===== src/rtl/vga_pixel_writer.sv =====
// vga_pixel_writer: Avalon-MM fed pixel FIFO driving 640x480 VGA timing.
// Registers: 0 push pixel, 1 ctrl (enable / test pattern), 2 status, 3 clear/flush.
// Optional build macro: VGA_PIXEL_WRITER_TEST_PATTERN_EN enables the colour-bar
// test pattern selected by ctrl bit1; without it ctrl bit1 is not stored.
module vga_pixel_writer #(
    parameter int H_ACTIVE   = 640,
    parameter int H_FP       = 16,
    parameter int H_SYNC     = 96,
    parameter int H_BP       = 48,
    parameter int V_ACTIVE   = 480,
    parameter int V_FP       = 10,
    parameter int V_SYNC     = 2,
    parameter int V_BP       = 33,
    parameter int FIFO_DEPTH = 16,
    parameter int PIX_DIV    = 2
) (
    input  logic        clk,
    input  logic        reset,
    input  logic        chipselect,
    input  logic        write,
    input  logic        read,
    input  logic [7:0]  address,
    input  logic [31:0] writedata,
    output logic [31:0] readdata,
    output logic [7:0]  VGA_R,
    output logic [7:0]  VGA_G,
    output logic [7:0]  VGA_B,
    output logic        HSYNC,
    output logic        VSYNC,
    output logic        BLANK_n,
    output logic        frame_start
);

    localparam int H_TOTAL = H_ACTIVE + H_FP + H_SYNC + H_BP;
    localparam int V_TOTAL = V_ACTIVE + V_FP + V_SYNC + V_BP;
    localparam int HW = $clog2(H_TOTAL + 1);
    localparam int VW = $clog2(V_TOTAL + 1);
    localparam int DW = (PIX_DIV > 1) ? $clog2(PIX_DIV) : 1;
    localparam int AW = $clog2(FIFO_DEPTH);
    localparam int LW = AW + 1;

    localparam logic [DW-1:0] DIV_LAST = DW'(PIX_DIV - 1);
    localparam logic [HW-1:0] H_LAST   = HW'(H_TOTAL - 1);
    localparam logic [HW-1:0] H_ACT    = HW'(H_ACTIVE);
    localparam logic [HW-1:0] HS_BEG   = HW'(H_ACTIVE + H_FP);
    localparam logic [HW-1:0] HS_END   = HW'(H_ACTIVE + H_FP + H_SYNC);
    localparam logic [VW-1:0] V_LAST   = VW'(V_TOTAL - 1);
    localparam logic [VW-1:0] V_ACT    = VW'(V_ACTIVE);
    localparam logic [VW-1:0] VS_BEG   = VW'(V_ACTIVE + V_FP);
    localparam logic [VW-1:0] VS_END   = VW'(V_ACTIVE + V_FP + V_SYNC);
    localparam logic [LW-1:0] LVL_FULL = LW'(FIFO_DEPTH);

    logic [DW-1:0] div_cnt;
    logic [HW-1:0] hcount;
    logic [VW-1:0] vcount;
    logic          pix_en, sof, active, en_now, pixel_due;

    logic          ctrl_enable, enable_live, ovf_flag, unf_flag, test_on;
    logic [15:0]   frame_count;

    logic [23:0]   mem [FIFO_DEPTH];
    logic [LW-1:0] wr_ptr, rd_ptr, level;
    logic          empty, full;

    logic          wr, push_req, ctrl_wr, clr, flush;
    logic          push, pop, ovf_set, unf_set;
    logic [23:0]   pix_rgb, bar_rgb;
    logic          unused_sig;

    assign unused_sig = ^{read, writedata[7:2]};

    assign pix_en  = (div_cnt == DIV_LAST);
    assign sof     = pix_en && (hcount == '0) && (vcount == '0);
    assign active  = (hcount < H_ACT) && (vcount < V_ACT);
    // enable_live is reloaded on the origin pixel itself, so that pixel already uses the new value
    assign en_now    = sof ? ctrl_enable : enable_live;
    assign pixel_due = pix_en && active && en_now;

    assign wr       = chipselect && write;
    assign push_req = wr && (address == 8'd0);
    assign ctrl_wr  = wr && (address == 8'd1);
    assign clr      = wr && (address == 8'd3) && writedata[0];
    assign flush    = wr && (address == 8'd3) && writedata[1];

    assign level = wr_ptr - rd_ptr;
    assign empty = (level == '0);
    assign full  = (level == LVL_FULL);

    assign pop     = pixel_due && !empty && !test_on;
    assign push    = push_req && (!full || pop);
    assign ovf_set = push_req && full && !pop;
    assign unf_set = pixel_due && empty && !test_on;

`ifdef VGA_PIXEL_WRITER_TEST_PATTERN_EN
    localparam logic [HW-1:0] BAR_W = HW'(H_ACTIVE / 8);
    logic          ctrl_test;
    logic [HW-1:0] bar_sel;

    assign test_on = ctrl_test;
    assign bar_sel = hcount / BAR_W;

    // Colour-bar lookup for the current horizontal position
    always_comb begin
        bar_rgb = '0;
        case (bar_sel)
            HW'(0):  bar_rgb = 24'hFFFFFF;
            HW'(1):  bar_rgb = 24'hFFFF00;
            HW'(2):  bar_rgb = 24'h00FFFF;
            HW'(3):  bar_rgb = 24'h00FF00;
            HW'(4):  bar_rgb = 24'hFF00FF;
            HW'(5):  bar_rgb = 24'hFF0000;
            HW'(6):  bar_rgb = 24'h0000FF;
            default: bar_rgb = 24'h000000;
        endcase
    end
`else
    assign test_on = 1'b0;
    assign bar_rgb = '0;
`endif

    // Colour for the pixel at the current counters
    always_comb begin
        pix_rgb = '0;
        if (pixel_due) begin
            if (test_on)     pix_rgb = bar_rgb;
            else if (!empty) pix_rgb = mem[rd_ptr[AW-1:0]];
        end
    end

    // Pixel divider and raster counters
    always_ff @(posedge clk) begin
        if (reset) begin
            div_cnt <= '0;
            hcount  <= '0;
            vcount  <= '0;
        end else if (pix_en) begin
            div_cnt <= '0;
            if (hcount == H_LAST) begin
                hcount <= '0;
                vcount <= (vcount == V_LAST) ? '0 : vcount + VW'(1);
            end else begin
                hcount <= hcount + HW'(1);
            end
        end else begin
            div_cnt <= div_cnt + DW'(1);
        end
    end

    // Registered video outputs, one pixel behind the counters
    always_ff @(posedge clk) begin
        if (reset) begin
            {VGA_R, VGA_G, VGA_B} <= '0;
            HSYNC       <= 1'b1;
            VSYNC       <= 1'b1;
            BLANK_n     <= 1'b0;
            frame_start <= 1'b0;
        end else begin
            frame_start <= sof;
            if (pix_en) begin
                {VGA_R, VGA_G, VGA_B} <= pix_rgb;
                HSYNC   <= !((hcount >= HS_BEG) && (hcount < HS_END));
                VSYNC   <= !((vcount >= VS_BEG) && (vcount < VS_END));
                BLANK_n <= active;
            end
        end
    end

    // Control register, frame-synchronous enable, frame counter and sticky flags
    always_ff @(posedge clk) begin
        if (reset) begin
            ctrl_enable <= 1'b0;
            enable_live <= 1'b0;
            frame_count <= '0;
            ovf_flag    <= 1'b0;
            unf_flag    <= 1'b0;
        end else begin
            if (ctrl_wr) ctrl_enable <= writedata[0];
            if (sof) begin
                enable_live <= ctrl_enable;
                frame_count <= frame_count + 16'd1;
            end
            if (ovf_set)  ovf_flag <= 1'b1;
            else if (clr) ovf_flag <= 1'b0;
            if (unf_set)  unf_flag <= 1'b1;
            else if (clr) unf_flag <= 1'b0;
        end
    end

`ifdef VGA_PIXEL_WRITER_TEST_PATTERN_EN
    // Test-pattern select bit
    always_ff @(posedge clk) begin
        if (reset)        ctrl_test <= 1'b0;
        else if (ctrl_wr) ctrl_test <= writedata[1];
    end
`endif

    // FIFO pointers; flush overrides any same-cycle push or pop
    always_ff @(posedge clk) begin
        if (reset || flush) begin
            wr_ptr <= '0;
            rd_ptr <= '0;
        end else begin
            if (push) wr_ptr <= wr_ptr + LW'(1);
            if (pop)  rd_ptr <= rd_ptr + LW'(1);
        end
    end

    // FIFO storage
    always_ff @(posedge clk) begin
        if (push) mem[wr_ptr[AW-1:0]] <= writedata[31:8];
    end

    // Register read mux
    always_comb begin
        readdata = '0;
        case (address)
            8'd1:    readdata = {30'd0, test_on, ctrl_enable};
            8'd2:    readdata = {frame_count, 5'd0, !(vcount < V_ACT), unf_flag, ovf_flag, 8'(level)};
            default: readdata = '0;
        endcase
    end

endmodule


===== config.mk =====
export PLATFORM = sky130hd
export DESIGN_NAME = vga_pixel_writer
export DESIGN_NICKNAME = d
export VERILOG_FILES = /design/src/rtl/vga_pixel_writer.sv
export SDC_FILE = /design/constraint.sdc
export NUM_CORES = 1
export LEC_CHECK = 0
export CAP_MARGIN = 5
export CELL_PAD_IN_SITES_DETAIL_PLACEMENT = 1
export CELL_PAD_IN_SITES_GLOBAL_PLACEMENT = 1
export CORE_ASPECT_RATIO = 0.6
export CORE_UTILIZATION = 35
export CTS_BUF_LIST = sky130_fd_sc_hd__clkbuf_16
export DETAILED_ROUTE_END_ITERATION = 6
export PLACE_DENSITY = 0.66
export SLEW_MARGIN = 5
export SYNTH_ARGS = -nofsm -noshare
export SYNTH_HDL_FRONTEND = slang
export SYNTH_SLANG_ARGS = --single-unit

===== constraint.sdc =====
create_clock -name clk -period 4.2 [get_ports clk]
set_input_delay 0.42 -clock clk [delete_from_list [all_inputs] [get_ports clk]]
set_output_delay 0.42 -clock clk [all_outputs]
set_load 0.01 [all_outputs]

Yosys cells after proc, flatten, opt, wreduce, memory -nomap -nowiden
Memory sizes are Yosys's and may differ from the RTL's. A register that Yosys moved wholly into a read port is not among the register bits.
Index checks and enable logic that the tools add are counted.
{"block": "word_totals", "ff_bits": 79, "ram_bits": 384, "in_bits": 45, "out_inout_bits": 60, "wordCells": 84, "memories": 1}
{"block": "classes", "addsub": 7, "order_cmp": 6, "n_eq_ne": 6, "mux": 13, "n_reduce_logical": 34}
{"memory": "mem", "words": 16, "width": 24, "read_ports": 1, "rd_ports_with_merged_regs": 1, "write_ports": 1, "line": "61", "source": "logic [23:0] mem [FIFO_DEPTH];"}
{"cell": "$pmux W32 S2", "n": 1}
{"cell": "$mux W24", "n": 2}
{"cell": "$add A10 B1 Y10 const B", "n": 2}
{"cell": "$eq A10 B10 Y1 const B", "n": 2}
{"cell": "$logic_not A10 Y1", "n": 2}
{"cell": "$lt A10 B10 Y1 const B", "n": 2}
{"cell": "$lt A10 B9 Y1 const B", "n": 2}
{"cell": "$mux W10", "n": 2}
{"cell": "$logic_and A1 B1 Y1", "n": 18}
{"cell": "$add A16 B1 Y16 const B", "n": 1}
{"cell": "$eq A8 B2 Y1 const B", "n": 2}
{"cell": "$add A5 B1 Y5 const B", "n": 2}
{"cell": "$ge A10 B10 Y1 const B", "n": 1}
{"cell": "$ge A10 B9 Y1 const B", "n": 1}
{"cell": "$eq A8 B1 Y1 const B", "n": 1}
{"cell": "$logic_not A8 Y1", "n": 1}
{"cell": "$mux W4", "n": 2}
{"cell": "$logic_not A1 Y1", "n": 6}
{"cell": "$mux W1", "n": 6}
{"cell": "$eq A5 B5 Y1 const B", "n": 1}
{"cell": "$logic_not A5 Y1", "n": 1}
{"cell": "$sub A5 B5 Y5", "n": 1}
{"cell": "$reduce_bool A2 Y1", "n": 2}
{"cell": "$logic_or A1 B1 Y1", "n": 2}
{"cell": "other kinds (3)", "n": 3}

Logic depth before layout (Yosys ltp)
Gate-level depths: netlist (run 1).
{"block": "depth", "ltp_word": 10, "ltp_mapped": 10, "depth_no_buf": 9}

Worst setup path before layout (run 1)
OpenSTA, ideal clock, no wires.
{"block": "synth_timing", "kind": "reg-to-reg", "startpoint": "register hcount[0]", "endpoint": "memory mem[4][0], enable pin", "setup_time_ns": 0.383, "t_arrival_ns": 3.148, "t_required_ns": 3.817, "path_slack_ns": 0.669, "path_stages_with_launch": 11, "path_buffers": 2, "period_less_slack_ns": 3.531, "path_cell_list": "dfxtp_1 inv_1 ha_1 or4b_1 or4_4 or2_1 buf_6 mux2i_4 a21boi_2 buf_2 and4b_1"}
{"block": "synth_via", "elab_chain_cells": 10, "elab_cells_between_ends": 13, "classes_between": "1 x order compare; 3 x mux; 9 x reduce/logical"}
{"element": "start, declared", "line": "54", "source": "logic [HW-1:0] hcount;"}
{"element": "start signal, assigned", "line": "142", "source": "hcount <= hcount + HW'(1);"}
{"element": "branches (longest 4 deep; another with $lt A10 B10 Y1)"}
{"element": "$logic_and A1 B1 Y1 *", "line": "77", "source": "assign pixel_due = pix_en && active && en_now;"}
{"element": "$logic_and A1 B1 Y1 *", "line": "89", "source": "assign pop = pixel_due && !empty && !test_on;"}
{"element": "$logic_or A1 B1 Y1 *", "line": "90", "source": "assign push = push_req && (!full || pop);"}
{"element": "$logic_and A1 B1 Y1 *", "line": "90"}
{"element": "$mux W1 *", "line": "210", "source": "if (push) mem[wr_ptr[AW-1:0]] <= writedata[31:8];"}
{"element": "$mux W1 (implied by the code) *", "line": "210"}
{"element": "end, declared", "line": "61"}
Mark *: on every way between the ends.

Final worst setup path (run 1)
{"block": "layout_timing", "startpoint": "register wr_ptr[0]", "endpoint": "output port readdata[4]"}
{"block": "layout_via", "elab_chain_cells": 2}
{"element": "start, declared", "line": "62", "source": "logic [LW-1:0] wr_ptr, rd_ptr, level;"}
{"element": "start signal, assigned", "line": "203", "source": "if (push) wr_ptr <= wr_ptr + LW'(1);"}
{"element": "$sub A5 B5 Y5", "line": "85", "source": "assign level = wr_ptr - rd_ptr;"}
{"element": "$pmux W32 S2", "line": "216", "source": "case (address)"}
{"element": "end, declared", "line": "24", "source": "output logic [31:0] readdata,"}
No other way between the ends.

==> results of run 1 <==
-- Yosys cell counts, types with 2 or more instances --
| cell | count | area, um^2 |
|---|---|---|
| edfxtp_1 | 384 | 11500 |
| mux4_2 | 120 | 2700 |
| dfxtp_1 | 83 | 1660 |
| nor2_1 | 55 | 206 |
| nand2_1 | 53 | 199 |
| inv_1 | 44 | 165 |
| clkbuf_1 | 34 | 128 |
| o21ai_0 | 31 | 155 |
| a21oi_1 | 18 | 90.1 |
| nor3_1 | 18 | 90.1 |
| nand4_1 | 17 | 106 |
| and2_1 | 15 | 93.8 |
| ha_1 | 15 | 188 |
| xor2_1 | 15 | 131 |
| nand3_1 | 14 | 70.1 |
| xnor2_1 | 12 | 105 |
| and4_1 | 11 | 96.3 |
| buf_1 | 10 | 37.5 |
| and3_1 | 8 | 50.1 |
| buf_4 | 8 | 60.1 |
| nand2b_1 | 7 | 43.8 |
| mux2i_1 | 6 | 60.1 |
| or3_1 | 6 | 37.5 |
| nor4_1 | 5 | 31.3 |
| and4b_1 | 4 | 40.0 |
| a22oi_1 | 3 | 22.5 |
| a31o_2 | 3 | 26.3 |
| nor2b_1 | 3 | 18.8 |
| a211oi_1 | 2 | 15.0 |
| a21o_1 | 2 | 15.0 |
| a31oi_1 | 2 | 12.5 |
| buf_2 | 2 | 10.0 |
| buf_6 | 2 | 22.5 |
| nand4b_1 | 2 | 17.5 |
| nor4b_1 | 2 | 17.5 |
| o21ai_1 | 2 | 10.0 |
| o31ai_1 | 2 | 15.0 |
| or3_2 | 2 | 15.0 |
| or4_2 | 2 | 17.5 |
| or4_4 | 2 | 22.5 |
-- logic make-up (layout without fill, tap and decap cells) --
logic type / after synthesis / in the layout
flops: 467 / 467
simple gates: 232 / 232
mux: 129 / 129
buf+inv: 100 / 246
compound gates: 74 / 74
xor+xnor: 27 / 27
fa+ha+maj: 16 / 16
other cells: 1 / 9
-- worst min-delay path, stage by stage, from the launching register on --
cell and delay, ns:
dfxtp_1 0.32, nand2_1 0.04, o21ai_0 0.06
-- per-layer routing --
layer / wire length, um / up-vias / part of all wire [%] / track usage [%]
met5: 0 / - / 0 / 0
met3: 1680 / 44 / 3.9 / 2.54
li1: - / 4346 / - / -
met2: 19500 / 175 / 46 / 24.7
met4: 576 / 0 / 1.3 / 3.24
met1: 20900 / 5158 / 49 / 23.6
-- layout make-up --
class                      instances  share of cell area, %
tap                              693                   3.95
timing repair buffer             119                   6.11
clock buffer                      46                   5.25
antenna                            1                 0.0114
inverter                          44                  0.753
sequential                       467                   60.2
clock inverter                    37                   1.16
multi-input combinational        486                   22.6
-- how the worst max path moves through the flow --
stage	from	to	slack, ns	depth (start not counted)
4_1_cts	wr_ptr[0]	readdata[4]	0.74	8
6_report	wr_ptr[0]	readdata[4]	0.77	8
3_5_place_dp	hcount[0]	mem[6][13]	0.96	10
5_1_grt	wr_ptr[0]	readdata[4]	0.59	8
3_3_place_gp	hcount[0]	mem[7][13]	1.00	10
2_1_floorplan	hcount[0]	mem[4][0]	0.67	10
-- sequential cells by signal, summed over array words and instances, names as in the netlist, 8 cells and up, named ones only --
name	count
VGA_B	8
VGA_G	8
VGA_R	8
frame_count	16
hcount	10
mem	384
vcount	10
-- power breakdown --
| group | switching (mW) | internal (mW) | leakage, nW |
|---|---|---|---|
| clock | 1.76 | 2.13 | 0.700 |
| sequential | 0.00513 | 5.01 | 4.12 |
| combinational | 0.102 | 0.0509 | 2.03 |
==> run metrics, run 1 <==
area occupied by multi-input gates 0.00495 mm^2; clock buffer depth 3; RSZ-0062 raised after global routing false; total power 9.06 mW; Adder-Cell Fraction of Synth Area 1.12%; # fillers 4985; Finished Cell Area 0.0219 mm^2; worst relative slew slack 36.5%; DRC violations left 0; Min Hold Slack 0.453 ns; DR vias 9723; Final Util 42.5%; CP Buf/Inv Count 2; FF+latch count, synth 467; FMAX 0.292 GHz; Hold Crit Endpoint VGA_B[7]; FF-to-FF Start hcount[0]; final setup fails 0; Die ar. 0.0539 mm^2; async set-reset flop share out of synthesis 0%; Worst path slowest cell clkdlybuf4s50_1; Leak 6.85 nW; vias per cell 5.14; r2r endpoint mem[6][22]; commonest non-fill, non-tap cell in the layout edfxtp_1; commonest non-fill, non-tap cells in the layout edfxtp_1, mux4_2, clkdlybuf4s50_1; cell count after synthesis 1046; critical path class register to primary output; largest family of logic cells by synthesized area multiplexers; starting density of the core 35.9%; Post-CTS Hold Buffers 0; fin crit period 3.43 ns; ys flop type edfxtp_1; period utilization 81.6%; Ports 105; Final Instance Count excl. Fillers 1893; R2R depth 10; syn avg cell area 17.7 um^2; core area 0.0516 mm^2; Die X 299 um; Nets 1224; Setup Buffers After CTS 0; htree depth 2; placed cells 1809; family with the most delay on the worst path buffers and inverters; min-delay src VGA_B[7]; post-synthesis mux area share 15.1%; overall die height 180 um; Hold Crit Class register to register; Layout area overhead 18.3%; clock root cell clkbuf_16; area post-placement 0.0205 mm^2; CP Max Fanout 5; max incr delay on CP 0.54 ns; Worst VDD drop 0.000272 V; Worst EP required 3.78 ns; Final Hold Violating Endpoints 0; number of detailed-route iterations in the first pass 5; drt total wl 42700 um; Tightest Pin Transition 0.953 ns; run status completed; PD cells 413 mW/mm^2; RD Place Congestion 0.737; register area 0.0132 mm^2; Slew Viols, Final 0; port bufs 89; Synth Area in Compound Gates 2.39%; number of synthesized flops with an enable pin 384; setup ws final 0.772 ns; vias in the first global route 10.2k; Post-DP HPWL 25100 um; All-Layer GR Usage 15.9%; Worst Hold Depth 2; post_cts resized 0; Num CTS Buffers 45; startpoint type of the worst setup path register; crit end category primary output; first-pass GRT wire length 64800 um; max cap viols 0; skew final 0.0211 ns; GRT Residual Overflow 0; CP cell instances inv_1 -> ha_1 -> fa_1 -> nand2b_1 -> a21oi_1 -> or3_1 -> and3_1 -> clkdlybuf4s50_1; Routed WL per cell 22.6 um; # rows 64; setup_tns 0 ns; simple-gate share of the synthesized area 6.61%; Clock Sinks 467; antenna violations before repair 1; layout cells sized above 1 19.3%; Synth Area in XOR/XNOR 1.28%; synth warn 0; TritonCTS clock tree done; Worst-Skew Late Latency 0.57 ns; crit path DAT 3.01 ns; CTS clk-pin slew, worst paths 0.06 ns; cell area after synthesis 0.0185 mm^2; Reg2Reg Setup Slack 0.96 ns; Place WS 0.964 ns; Antenna Violating Nets Remaining 0; distinct cell type count after synthesis 60; Iter 0 DRT Violations 693; largest net degree at the start of global routing 97; post-synthesis sequential area ratio 71.2%
Note: power is estimated with default switching activity, not from simulation.
==> run 2, diff against run 1 <==
==> constraint.sdc (replaced) <==
create_clock -name clk -period 3.2 [get_ports clk]
set_input_delay 0.32 -clock clk [delete_from_list [all_inputs] [get_ports clk]]
set_output_delay 0.32 -clock clk [all_outputs]
set_load 0.01 [all_outputs]
==> run metrics, run 2 (same netlist as run 1, synthesis figures left out) <==
family with the most delay on the worst path simple AND/OR/NAND/NOR gates; htree depth 2; commonest non-fill, non-tap cells in the layout edfxtp_1, mux4_2, clkdlybuf4s50_1; Iter 0 DRT Violations 922; Worst path slowest cell or4_4; Tightest Pin Transition 0.869 ns; DR vias 10.0k; port bufs 89; Final Hold Violating Endpoints 0; first-pass GRT wire length 67900 um; TritonCTS clock tree done; Post-DP HPWL 29300 um; Antenna Violating Nets Remaining 0; starting density of the core 35.9%; run status completed; Clock Sinks 467; period utilization 99.9%; Leak 7.23 nW; Routed WL per cell 23.6 um; CTS clk-pin slew, worst paths 0.07 ns; overall die height 180 um; drt total wl 45900 um; clock buffer depth 3; Hold Crit Class primary input to register; critical path class register to register; Worst EP required 3.48 ns; CP cell instances or4_4 -> or4_4 -> or2_4 -> mux2i_4 -> a21boi_2 -> buf_12 -> buf_8 -> and4_4 -> clkbuf_16; Die ar. 0.0539 mm^2; Worst VDD drop 0.000337 V; clock root cell clkbuf_16; Nets 1276; Post-CTS Hold Buffers 0; Die X 299 um; CP Max Fanout 8; number of detailed-route iterations in the first pass 5; vias in the first global route 10.4k; max reg flops 384; antenna violations before repair 3; # rows 64; DRC violations left 0; PD cells 523 mW/mm^2; All-Layer GR Usage 16.9%; layout cells sized above 1 24.7%; max incr delay on CP 0.54 ns; FMAX 0.313 GHz; setup ws final 0.00430 ns; Num CTS Buffers 44; worst relative slew slack 41.5%; crit path DAT 3.48 ns; Ports 105; # fillers 4957; skew final 0.0222 ns; area occupied by multi-input gates 0.00502 mm^2; vias per cell 5.15; max cap viols 0; Final Util 43.9%; fin crit period 3.20 ns; core area 0.0516 mm^2; startpoint type of the worst setup path register; RD Place Congestion 0.773; RSZ-0062 raised after global routing true; largest net degree at the start of global routing 43; Slew Viols, Final 0; register area 0.0132 mm^2; CP Buf/Inv Count 3; final setup fails 0; CP dominant cell by count or4_4; Layout area overhead 22.3%; Worst-Skew Late Latency 0.57 ns; Min Hold Slack 0.414 ns; Place WS -0.0381 ns; commonest non-fill, non-tap cell in the layout edfxtp_1; GRT Residual Overflow 0; crit end category register
-- run 2: changes by cell type in the layout (fill, tap and decap cells not counted), moves of 5 or more --
cell and delta:
dfxtp_2 +5, buf_4 +29, inv_1 +5, and4_4 +5
clkinv_1 -7, buf_12 +17, dfxtp_1 -5, and4_1 -8
-- run 2: path summary, 6_finish.rpt --
kind | startpoint | end | slack, ns | depth (start not counted)
max | vcount[4] | mem[12][16] | 0.004 | 9
min reg2reg | VGA_R[4] | VGA_R[4] | 0.46 | 2
max reg2reg | vcount[4] | mem[12][16] | 0.004 | 9
min | writedata[0] | ctrl_enable | 0.41 | 3
-- run 2: per-stage QoR --
step / area, um^2 / cells / TNS, ns / power, mW
2_1_floorplan: 18600 / 1053 / -1.62 / 6.77
3_3_place_gp: 21100 / 1851 / -0.319 / 6.91
3_5_place_dp: 21100 / 1851 / -1.74 / 6.92
4_1_cts: 22500 / 1931 / -0.0203 / 12.0
5_1_grt: 22700 / 1944 / -0.746 / 12.2
6_report: 22700 / 1944 / 0 / 11.9
-- run 2: layout make-up --
type                       instances  area share [%]
sequential                       467            58.2
multi-input combinational        486            22.1
timing repair buffer             172            8.99
clock buffer                      44            4.85
tap                              693            3.82
clock inverter                    36            1.20
inverter                          44           0.728
antenna                            2          0.0221
-- run 2: per-layer routing --
metal	part of all wire, %	global-route usage, %
met4	1.6	3.55
met3	5.5	2.77
met5	0	0
met2	44	24.8
met1	49	26.2
-- run 2: repair_timing --
item	in CTS	in global routing
buffers inserted	0	6
gates cloned	0	5
endpoints found under the setup margin	232	282
resized for setup	7	16
pin swaps	1	5
-- run 2: worst reg2reg max path, cell delays in order (launching register included) --
cell       delay [ns]
dfxtp_2          0.34
or4_4            0.54
or4_4            0.53
or2_4            0.27
mux2i_4          0.19
a21boi_2         0.20
buf_12           0.15
buf_8            0.12
and4_4           0.36
clkbuf_16        0.21
-- run 2: where the power goes --
| part | internal, mW | switching, mW |
|---|---|---|
| Sequential | 6.57 | 0.00653 |
| Clock | 2.77 | 2.31 |
| Combinational | 0.0766 | 0.142 |
| Total | 9.41 | 2.45 |
==> run 3, diff against run 2 <==
--- a/config.mk
+++ b/config.mk
@@ -13,7 +13,7 @@
 export CTS_BUF_LIST = sky130_fd_sc_hd__clkbuf_16
 export DETAILED_ROUTE_END_ITERATION = 6
 export PLACE_DENSITY = 0.66
-export SLEW_MARGIN = 5
+export SLEW_MARGIN = 20
 export SYNTH_ARGS = -nofsm -noshare
 export SYNTH_HDL_FRONTEND = slang
 export SYNTH_SLANG_ARGS = --single-unit
==> results of run 3 <==
Same layout as run 2: the final DEF is identical, and so are final timing and power.
